File: config.mk
export PLATFORM = sky130hd
export DESIGN_NAME = duck_hit_ctl
export DESIGN_NICKNAME = d
export VERILOG_FILES = /design/src/rtl/duck_hit_ctl.sv
export SDC_FILE = /design/constraint.sdc
export NUM_CORES = 1
export LEC_CHECK = 0
export BUFFER_PORTS_ARGS = -buffer_cell sky130_fd_sc_hd__buf_2
export CAP_MARGIN = 20
export CORE_UTILIZATION = 35
export CTS_BUF_LIST = sky130_fd_sc_hd__clkbuf_4 sky130_fd_sc_hd__clkbuf_8
export CTS_CLUSTER_SIZE = 24
export DETAILED_ROUTE_END_ITERATION = 8
export GPL_TIMING_DRIVEN = 0
export PLACE_DENSITY = 0.55
export SLEW_MARGIN = 20
export SYNTH_ARGS = -nofsm -noshare
export SYNTH_HDL_FRONTEND = slang
export SYNTH_SLANG_ARGS = --single-unit
File: constraint.sdc
create_clock -name clk -period 6 [get_ports clk]
set_input_delay 0.3 -clock clk [delete_from_list [all_inputs] [get_ports clk]]
set_output_delay 0.3 -clock clk [all_outputs]
set_load 0.05 [all_outputs]
File: src/rtl/duck_hit_ctl.sv
// rtl/duck_hit_ctl.sv - shot/hit controller: click detection, hit test, bullets, score
//
// Ports:
//   clk, rst          : clock, synchronous active-high reset
//   game_enable       : game running; low returns the controller to IDLE
//   mouse_xpos/ypos   : cursor position (12 bit)
//   mouse_left        : left button level, synchronous to clk
//   duck_xpos/ypos    : duck bounding-box top-left (12 bit)
//   target_killed     : one-cycle pulse on a registered hit
//   duck_escaped      : one-cycle pulse when the last bullet misses
//   duck_hit          : level, high for the whole KILLED phase
//   bullets_left      : remaining bullets for the current duck
//   score             : hit count, saturating at 255
module duck_hit_ctl #(
    parameter int DUCK_WIDTH      = 96,
    parameter int DUCK_HEIGHT     = 32,
    parameter int BULLETS         = 3,
    parameter int COOLDOWN_CYCLES = 650000,
    parameter int HOLD_CYCLES     = 6500000
) (
    input  logic        clk,
    input  logic        rst,
    input  logic        game_enable,
    input  logic [11:0] mouse_xpos,
    input  logic [11:0] mouse_ypos,
    input  logic        mouse_left,
    input  logic [11:0] duck_xpos,
    input  logic [11:0] duck_ypos,
    output logic        target_killed,
    output logic        duck_escaped,
    output logic        duck_hit,
    output logic [1:0]  bullets_left,
    output logic [7:0]  score
);

    localparam int MAX_CYC = (COOLDOWN_CYCLES > HOLD_CYCLES) ? COOLDOWN_CYCLES : HOLD_CYCLES;
    localparam int CNT_W   = (MAX_CYC > 1) ? $clog2(MAX_CYC) : 1;

    // The counter is loaded with N-1 on entry and the phase ends when it reads
    // zero, so a phase lasts exactly N cycles.
    localparam logic [CNT_W-1:0] COOL_LOAD    = CNT_W'(COOLDOWN_CYCLES - 1);
    localparam logic [CNT_W-1:0] HOLD_LOAD    = CNT_W'(HOLD_CYCLES - 1);
    localparam logic [1:0]       BULLETS_INIT = 2'(BULLETS);

    typedef enum logic [2:0] {
        ST_IDLE,
        ST_READY,
        ST_SHOT,
        ST_COOLDOWN,
        ST_KILLED,
        ST_ESCAPE
    } state_t;

    state_t           state_q, state_d;
    logic             mouse_left_q;
    logic [11:0]      mx_q, my_q, dx_q, dy_q;
    logic [1:0]       bullets_q, bullets_d;
    logic [7:0]       score_q, score_d;
    logic [CNT_W-1:0] cnt_q, cnt_d;
    logic             target_killed_q, target_killed_d;
    logic             duck_escaped_q, duck_escaped_d;
    logic             duck_hit_q, duck_hit_d;
    logic             latch_en;
    logic             click;
    logic             hit;

    assign click = mouse_left & ~mouse_left_q;

    // Hit test on the coordinates latched at the click, widened to 13 bits so
    // the box end never wraps.
    logic [12:0] dx_end, dy_end;
    assign dx_end = {1'b0, dx_q} + 13'(DUCK_WIDTH);
    assign dy_end = {1'b0, dy_q} + 13'(DUCK_HEIGHT);
    assign hit = (mx_q >= dx_q) && ({1'b0, mx_q} < dx_end) &&
                 (my_q >= dy_q) && ({1'b0, my_q} < dy_end);

    always_comb begin
        state_d         = state_q;
        bullets_d       = bullets_q;
        score_d         = score_q;
        cnt_d           = cnt_q;
        target_killed_d = 1'b0;
        duck_escaped_d  = 1'b0;
        duck_hit_d      = 1'b0;
        latch_en        = 1'b0;

        if (!game_enable) begin
            // Abort: pulses dropped, counter cleared, score kept.
            state_d   = ST_IDLE;
            bullets_d = BULLETS_INIT;
            cnt_d     = '0;
        end else begin
            case (state_q)
                ST_IDLE: begin
                    bullets_d = BULLETS_INIT;
                    score_d   = 8'd0;
                    state_d   = ST_READY;
                end
                ST_READY: begin
                    if (click) begin
                        latch_en  = 1'b1;
                        bullets_d = bullets_q - 2'd1;
                        state_d   = ST_SHOT;
                    end
                end
                ST_SHOT: begin
                    if (hit) begin
                        state_d         = ST_KILLED;
                        target_killed_d = 1'b1;
                        duck_hit_d      = 1'b1;
                        cnt_d           = HOLD_LOAD;
                        score_d         = (score_q == 8'hFF) ? score_q : score_q + 8'd1;
                    end else if (bullets_q == 2'd0) begin
                        state_d        = ST_ESCAPE;
                        duck_escaped_d = 1'b1;
                        cnt_d          = HOLD_LOAD;
                    end else begin
                        state_d = ST_COOLDOWN;
                        cnt_d   = COOL_LOAD;
                    end
                end
                ST_COOLDOWN: begin
                    if (cnt_q == '0) begin
                        state_d = ST_READY;
                    end else begin
                        cnt_d = cnt_q - CNT_W'(1);
                    end
                end
                ST_KILLED: begin
                    if (cnt_q == '0) begin
                        state_d   = ST_READY;
                        bullets_d = BULLETS_INIT;
                    end else begin
                        duck_hit_d = 1'b1;
                        cnt_d      = cnt_q - CNT_W'(1);
                    end
                end
                ST_ESCAPE: begin
                    if (cnt_q == '0) begin
                        state_d   = ST_READY;
                        bullets_d = BULLETS_INIT;
                    end else begin
                        cnt_d = cnt_q - CNT_W'(1);
                    end
                end
                default: begin
                    state_d = ST_IDLE;
                end
            endcase
        end
    end

    always_ff @(posedge clk) begin
        if (rst) begin
            state_q         <= ST_IDLE;
            mouse_left_q    <= 1'b0;
            mx_q            <= 12'd0;
            my_q            <= 12'd0;
            dx_q            <= 12'd0;
            dy_q            <= 12'd0;
            bullets_q       <= BULLETS_INIT;
            score_q         <= 8'd0;
            cnt_q           <= '0;
            target_killed_q <= 1'b0;
            duck_escaped_q  <= 1'b0;
            duck_hit_q      <= 1'b0;
        end else begin
            state_q         <= state_d;
            mouse_left_q    <= mouse_left;
            bullets_q       <= bullets_d;
            score_q         <= score_d;
            cnt_q           <= cnt_d;
            target_killed_q <= target_killed_d;
            duck_escaped_q  <= duck_escaped_d;
            duck_hit_q      <= duck_hit_d;
            if (latch_en) begin
                mx_q <= mouse_xpos;
                my_q <= mouse_ypos;
                dx_q <= duck_xpos;
                dy_q <= duck_ypos;
            end
        end
    end

    assign target_killed = target_killed_q;
    assign duck_escaped  = duck_escaped_q;
    assign duck_hit      = duck_hit_q;
    assign bullets_left  = bullets_q;
    assign score         = score_q;

endmodule

==> flow_metrics.env, run 1 <==
export IMPL_min_period_ns=4.04
export IMPL_drv_slew=0
export IMPL_worst_pin_slew_ns=0.845
export IMPL_crit_family="simple AND/OR/NAND/NOR gates"
export IMPL_tns_ns=0
export IMPL_placed_area_mm2=0.00537
export IMPL_vias=4480
export IMPL_path_max_fanout=6
export IMPL_crit_buf_inv=1
export IMPL_grt_pass1_wl_um=20200
export IMPL_status="complete, no violations"
export IMPL_path_clk_slew_ns=0.09
export IMPL_postCtsHoldBufs=0
export IMPL_hold_viol_final=0
export IMPL_ys_warn_count=0
export IMPL_crit_path_start_kind="flop"
export IMPL_critPathKind="flop to flop"
export IMPL_powerDensity_mw_per_mm2=202
export IMPL_async_flop_share_pct=0
export IMPL_cts_buffers=9
export IMPL_yosysSeqAreaShare_pct=36.5
export IMPL_fp_dieArea_mm2=0.0143
export IMPL_cts_resized=0
export IMPL_fill_cells=1415
export IMPL_numPortBuffers=64
export IMPL_h_tree_depth=3
export IMPL_row_count=42
export IMPL_nets=778
export IMPL_fin_area_mm2=0.00555
export IMPL_cts_tree="done"
export IMPL_worstPathRequired_ns=6.22
export IMPL_p_int_uw=816
export IMPL_power_frac_seq_pct=53.4
export IMPL_hp_class="input pin to flop"
export IMPL_coreArea_mm2=0.0133
export IMPL_swShare_pct=27.0
export IMPL_final_setup_skew_ns=0.00990
export IMPL_finalSetupViolations=0
export IMPL_p_sw_uw=302
export IMPL_slew_headroom_pct=43.7
export IMPL_drt_pass1_iter_count=4
export IMPL_pwr_share_clk_pct=34.5
export IMPL_grt_max_degree=14
export IMPL_grt_pass1_vias=4212
export IMPL_drt_antenna_violating_nets=0
export IMPL_power_leakage_nw=2.15
export IMPL_ys_ff_latch=88
export IMPL_cp_end_kind="flop"
export IMPL_ys_types=57
export IMPL_ioPinCount=65
export IMPL_wl_per_cell_um=14.1
export IMPL_vdd_drop_max_uv=96.6
export IMPL_drc=0
export IMPL_die_h_um=119
export IMPL_fin_crit_sh_pct=67.3
export IMPL_rsz0062_at_grt="false"
export IMPL_max_cap_violations=0
export IMPL_cts_buffer_depth=2
export IMPL_drive_gt1_share_pct=13.4
export IMPL_diodes=0
export IMPL_synth_edf_count=0
export IMPL_avgSynthCellArea_um2=7.94
export IMPL_fp_dieW_um=119
export IMPL_cp_cell_sequence="inv_1, ha_1, nor3_1, nand3_1, xnor2_1, ha_1, nand3_1, or4b_2, a211oi_1, o32ai_1, and3_1, o21ai_0, o21ai_0"
export IMPL_synth_nets=703
export IMPL_cts_sinks=88
export IMPL_via_per_inst=5.19
export IMPL_max_freq_mhz=248
export IMPL_arrival_ns=4.25
export IMPL_crit_path_max_incr_delay_ns=0.65
export IMPL_track_usage_pct=17.9
export IMPL_cpMaxStageDelayCell="or4b_2"
export IMPL_area_growth_pct=14.8
export IMPL_initial_utilization_pct=36.2
export IMPL_syn_area_mm2=0.00483
export IMPL_drtIter0Drc=221
export IMPL_overflow=0
export IMPL_clkLatencyLatePin_ns=0.37
export IMPL_gp_congestion=0.832
export IMPL_hpwl_um=9270
export IMPL_syn_inst=608
export IMPL_post_cts_setup_buffer_count=0
export IMPL_comb_power_share_pct=12.0
export IMPL_synthFlopType="dfxtp_1"
export IMPL_drt_total_wl_um=12100
export IMPL_antenna_found_initial=0
export IMPL_root_buffer="clkbuf_8"
worst min-delay path, cell delays in order:
cell	delay (ns)
buf_2	0.09
nand2_1	0.04
a21oi_1	0.05
area by class of cell:
class                           instances  area, µm²  share of cell area, %
Buffer                                 27        109                   1.96
Clock buffer                           12        159                   2.87
Clock inverter                          3       17.5                  0.316
Inverter                               33        124                   2.23
Multi-Input combinational cell        460       2830                   51.1
Sequential cell                        88       1760                   31.8
Tap cell                              176        220                   3.97
Timing Repair Buffer                   64        320                   5.78
stage by stage:
step / cells / setup slack (ns) / util (%) / power (mW) / hold WS, ns
floorplan: 608 / 2.69 / - / 0.696 / 0.428
CTS: 863 / 1.91 / 41.5 / 1.13 / 0.140
detailed placement: 848 / 1.95 / 40.2 / 0.745 / 0.451
global placement: 848 / 1.94 / 40.2 / 0.744 / 0.448
global route: 863 / 1.64 / 41.5 / 1.17 / 0.159
finish: 863 / 1.96 / 41.5 / 1.12 / 0.158
cell usage after synthesis (2+ instances only):
master    count  area [µm²]
nand2_1     117         439
dfxtp_1      88        1760
a21oi_1      80         400
ha_1         43         538
inv_1        33         124
nor2_1       31         116
clkbuf_1     23        86.3
o21ai_0      21         105
nand3_1      17        85.1
nor3_1       15        75.1
xnor2_1      14         123
nand4_1       8        50.1
nor2b_1       7        43.8
or3_1         7        43.8
xor2_1        7        61.3
a211oi_1      6        45.0
a21o_1        6        45.0
a31oi_1       6        37.5
nor4_1        6        37.5
o211ai_1      6        45.0
and3_1        5        31.3
a211o_1       4        35.0
nand2b_1      4        25.0
a22oi_1       3        22.5
and4_1        3        26.3
buf_1         3        11.3
nand3b_1      3        22.5
a221oi_1      2        17.5
a32oi_1       2        17.5
and2_1        2        12.5
and4b_1       2        20.0
nand4b_1      2        17.5
nor3b_1       2        15.0
nor4b_1       2        17.5
o21a_1        2        15.0
o311ai_0      2        17.5
or3_4         2        22.5
or4_1         2        15.0
or4b_2        2        20.0
registers in the layout, summed over array words and instances, names as in the netlist, 2 cells and up:
signal        count
mx_q             12
score             8
dy_q             12
dx_q             12
cnt_q            23
my_q             12
bullets_left      2
state_q           3
layer usage:
metal | wire (µm) | track usage, % | up-vias
met5 | 0 | 0 | -
met2 | 5590 | 28.9 | 85
li1 | - | - | 2294
met3 | 468 | 2.73 | 20
met1 | 5800 | 23.6 | 2081
met4 | 272 | 8.13 | 0
cells by family after synthesis:
logic type / synth area share [%]
mux: 0.441
fa+ha+maj: 11.1
compound gates: 18.9
xor+xnor: 3.81
simple gates: 24.4
buf+inv: 4.82
flops: 36.5
worst paths after layout:
path | start | endpoint | slack, ns | depth (start not counted)
worst max-delay path | dx_q[5]$_SDFFE_PP0P_ | cnt_q[22]$_SDFFE_PP0P_ | 1.96 | 13
worst min-delay path | duck_ypos[10] | dy_q[10]$_SDFFE_PP0P_ | 0.16 | 3
worst max register to register | dx_q[5]$_SDFFE_PP0P_ | cnt_q[22]$_SDFFE_PP0P_ | 1.96 | 13
worst min register to register | dy_q[2]$_SDFFE_PP0P_ | dy_q[2]$_SDFFE_PP0P_ | 0.46 | 2
power groups by stage:
stage               combinational [mW]  clock (mW)  sequential, mW
CTS                              0.134       0.400           0.598
floorplan                       0.0849           0           0.611
detailed placement               0.133           0           0.612
global placement                 0.132           0           0.611
finish                           0.135       0.386           0.598
global route                     0.152       0.422           0.599
cells in the final DEF (no fill, tap or decap), types with 14 or more instances in the layout:
master and instances:
buf_2 64, o21ai_0 21, a21oi_1 80, nand3_1 17
nor2_1 31, xnor2_1 14, nand2_1 117, ha_1 43
dfxtp_1 88, nor3_1 15, clkbuf_1 23, inv_1 33
(Power assumes the default switching activity.)
==> inputs of run 2 (changes only) <==
--- a/config.mk
+++ b/config.mk
@@ -5,6 +5,7 @@
 export SDC_FILE = /design/constraint.sdc
 export NUM_CORES = 1
 export LEC_CHECK = 0
+export ABC_AREA = 1
 export BUFFER_PORTS_ARGS = -buffer_cell sky130_fd_sc_hd__buf_2
 export CAP_MARGIN = 20
 export CORE_UTILIZATION = 35
@@ -12,7 +13,7 @@
 export CTS_CLUSTER_SIZE = 24
 export DETAILED_ROUTE_END_ITERATION = 8
 export GPL_TIMING_DRIVEN = 0
-export PLACE_DENSITY = 0.55
+export PLACE_DENSITY = 0.57
 export SLEW_MARGIN = 20
 export SYNTH_ARGS = -nofsm -noshare
 export SYNTH_HDL_FRONTEND = slang
==> constraint.sdc (replaced) <==
create_clock -name clk -period 3.4 [get_ports clk]
set_input_delay 0.17 -clock clk [delete_from_list [all_inputs] [get_ports clk]]
set_output_delay 0.17 -clock clk [all_outputs]
set_load 0.05 [all_outputs]
==> run 2 against run 1 <==
  * Cell area rose by 6.8%
  * Worst hold slack got worse by 0.13 ns
  * Largest power group unchanged
  * Sequential power increased by 87%
  * First-iteration DRC count is 7.2% lower
  * Synthesized cell count grew 26%
  * Clock power grew 77%
==> flow_metrics.env, run 2 <==
export IMPL_reg2reg_depth=18
export IMPL_drtIter0Drc=205
export IMPL_tns_ns=0
export IMPL_crit_path_start_kind="flop"
export IMPL_max_cap_violations=0
export IMPL_hpwl_um=10100
export IMPL_ys_ff_latch=88
export IMPL_worst_pin_slew_ns=0.539
export IMPL_drive_gt1_share_pct=13.3
export IMPL_placed_cells=1012
export IMPL_powerDensity_mw_per_mm2=404
export IMPL_drc=0
export IMPL_arrival_ns=3.15
export IMPL_grt_max_degree=14
export IMPL_overflow=0
export IMPL_synth_top_area_share_pct=33.9
export IMPL_grt_pass1_wl_um=21700
export IMPL_cp_end_kind="flop"
export IMPL_hold_viol_final=0
export IMPL_drt_antenna_violating_nets=0
export IMPL_synth_top_area_cell="dfxtp_1"
export IMPL_p_sw_uw=790
export IMPL_cts_buffer_depth=2
export IMPL_diodes=0
export IMPL_ys_types=36
export IMPL_nets=934
export IMPL_power_frac_seq_pct=46.7
export IMPL_vdd_drop_max_uv=172
export IMPL_critPathKind="flop to flop"
export IMPL_synth_edf_count=0
export IMPL_final_setup_skew_ns=0.0135
export IMPL_swShare_pct=33.0
export IMPL_synth_common_cells="nand2_1, nor2_1, inv_1"
export IMPL_path_common_cell="nand2_1"
export IMPL_drv_slew=0
export IMPL_antenna_found_initial=0
export IMPL_via_per_inst=4.69
export IMPL_r2r_setup_slack_ns=0.53
export IMPL_post_cts_setup_buffer_count=0
export IMPL_row_count=44
export IMPL_synthFlopType="dfxtp_1"
export IMPL_grt_pass1_vias=4476
export IMPL_cts_buffers=9
export IMPL_root_buffer="clkbuf_8"
export IMPL_cts_resized=0
export IMPL_comb_power_share_pct=24.8
export IMPL_die_h_um=124
export IMPL_slew_headroom_pct=64.1
export IMPL_gp_congestion=0.832
export IMPL_fin_crit_sh_pct=84.4
export IMPL_final_cell_mix="nand2_1, nor2_1, inv_1"
export IMPL_fill_cells=1638
export IMPL_fp_dieW_um=124
export IMPL_final_cells=1027
export IMPL_yosysSeqAreaShare_pct=33.9
export IMPL_worstPathRequired_ns=3.68
export IMPL_path_clk_slew_ns=0.09
export IMPL_numPortBuffers=64
export IMPL_avgSynthCellArea_um2=6.80
export IMPL_path_max_fanout=6
export IMPL_largest_reg_flops=23
export IMPL_ys_warn_count=0
export IMPL_drt_total_wl_um=13200
export IMPL_cpMaxStageDelayCell="dfxtp_1"
export IMPL_max_freq_mhz=348
export IMPL_crit_start="dx_q[5]$_SDFFE_PP0P_"
export IMPL_min_period_ns=2.87
export IMPL_finalSetupViolations=0
export IMPL_rr_endpoint="cnt_q[8]$_SDFFE_PP0P_"
export IMPL_clkLatencyLatePin_ns=0.37
export IMPL_syn_area_mm2=0.00519
export IMPL_wl_per_cell_um=12.8
export IMPL_hp_class="input pin to flop"
export IMPL_status="complete, no violations"
export IMPL_final_common_cell="nand2_1"
export IMPL_initial_utilization_pct=35.7
export IMPL_drt_pass1_iter_count=7
export IMPL_syn_inst=764
export IMPL_rsz0062_at_grt="false"
export IMPL_pwr_share_clk_pct=28.5
export IMPL_area_growth_pct=14.0
export IMPL_ioPinCount=65
export IMPL_cp_endpoint="cnt_q[8]$_SDFFE_PP0P_"
export IMPL_regMostFlops="cnt_q"
export IMPL_synth_most_common_cell="nand2_1"
export IMPL_async_flop_share_pct=0
export IMPL_postCtsHoldBufs=0
export IMPL_track_usage_pct=18.5
export IMPL_fp_dieArea_mm2=0.0153
export IMPL_vias=4814
export IMPL_cts_tree="done"
export IMPL_p_int_mw=1.60
export IMPL_cts_sinks=88
export IMPL_coreArea_mm2=0.0145
export IMPL_synth_nets=859
export IMPL_crit_path_max_incr_delay_ns=0.36
export IMPL_netlist_top_cells_area="dfxtp_1, ha_1, nand2_1"
export IMPL_power_leakage_nw=2.84
export IMPL_r2r_start="dx_q[5]$_SDFFE_PP0P_"
export IMPL_cp_cell_sequence="inv_1, ha_1, or2_2, nor3_1, xor2_1, ha_1, nand2_1, nand2_1, nand2_1, nand2_1, nor2_1, nand2_1, nor2_2, nand2_2, nand3_1, nand3_1, nand2_1, inv_1"
export IMPL_h_tree_depth=3
run 2: changes by cell type after synthesis, sizes merged, moves of 7 or more:
cell	delta
or3	-10
buf	+11
nand3	+24
nor2	+92
o21ai	+57
inv	+69
nand2	+26
clkbuf	-15
nor2b	-7
xnor2	-10
run 2: how the worst min path moves through the flow:
| stage | start | end | slack (ns) | depth (start not counted) |
|---|---|---|---|---|
| after floorplan | rst | mouse_left_q$_SDFF_PP0_ | 0.24 | 1 |
| after global placement | mouse_xpos[6] | mx_q[6]$_SDFFE_PP0P_ | 0.41 | 3 |
| after detailed placement | mouse_xpos[4] | mx_q[4]$_SDFFE_PP0P_ | 0.41 | 3 |
| after CTS | mouse_ypos[11] | my_q[11]$_SDFFE_PP0P_ | 0.02 | 3 |
| after global routing | rst | mouse_left_q$_SDFF_PP0_ | 0.03 | 2 |
| final | mouse_ypos[11] | my_q[11]$_SDFFE_PP0P_ | 0.03 | 3 |
run 2: layout make-up:
class                      count  area (µm²)  area share, %
multi-input combinational    550        2890           48.9
sequential                    88        1760           29.7
inverter                     103         392           6.61
timing repair buffer          64         320           5.41
tap                          184         230           3.89
clock buffer                  12         159           2.68
buffer                        23         148           2.49
clock inverter                 3        17.5          0.296
run 2: power groups by stage:
stage	Clock, mW	Sequential, mW	Combinational (mW)
final	0.683	1.12	0.594
after floorplan	0	1.16	0.412
after global routing	0.749	1.12	0.684
after global placement	0	1.14	0.593
after CTS	0.713	1.12	0.598
after detailed placement	0	1.14	0.595
run 2: worst max-delay path, delay by kind of cell (launching register included):
family	cells	cell delay (ns)
flops	1	0.36
xor+xnor	1	0.17
simple gates	13	1.65
buf+inv	2	0.12
fa+ha+maj	2	0.47
run 2: cells by family (layout without fill, tap and decap cells):
logic type,Yosys count,in the layout,share of synthesized area (%)
and+or+nand+nor,332,332,27.0
xor gates and xnor gates,13,13,2.19
adders and majority gates,43,43,10.4
AOI/OAI and AO/OA,162,162,16.2
buffers and inverters,126,205,10.4
DFF,88,88,33.9
run 2: through the flow:
step	instance area [µm²]	worst slack [ns]	total power [mW]	utilization [%]	hold WS, ns
after floorplan	5190	0.932	1.57	-	0.242
after global placement	5750	0.500	1.73	39.5	0.405
after detailed placement	5750	0.498	1.74	39.5	0.412
after CTS	5920	0.478	2.43	40.7	0.0151
after global routing	5920	0.143	2.56	40.7	0.0322
final	5920	0.530	2.39	40.7	0.0306
run 2: layer usage:
metal	GRT usage [%]	part of all wire, %	up-vias
met5	0	0	-
li1	-	-	2623
met1	25.7	51	2088
met3	2.79	4.6	12
met4	6.55	1.4	0
met2	29.0	43	91
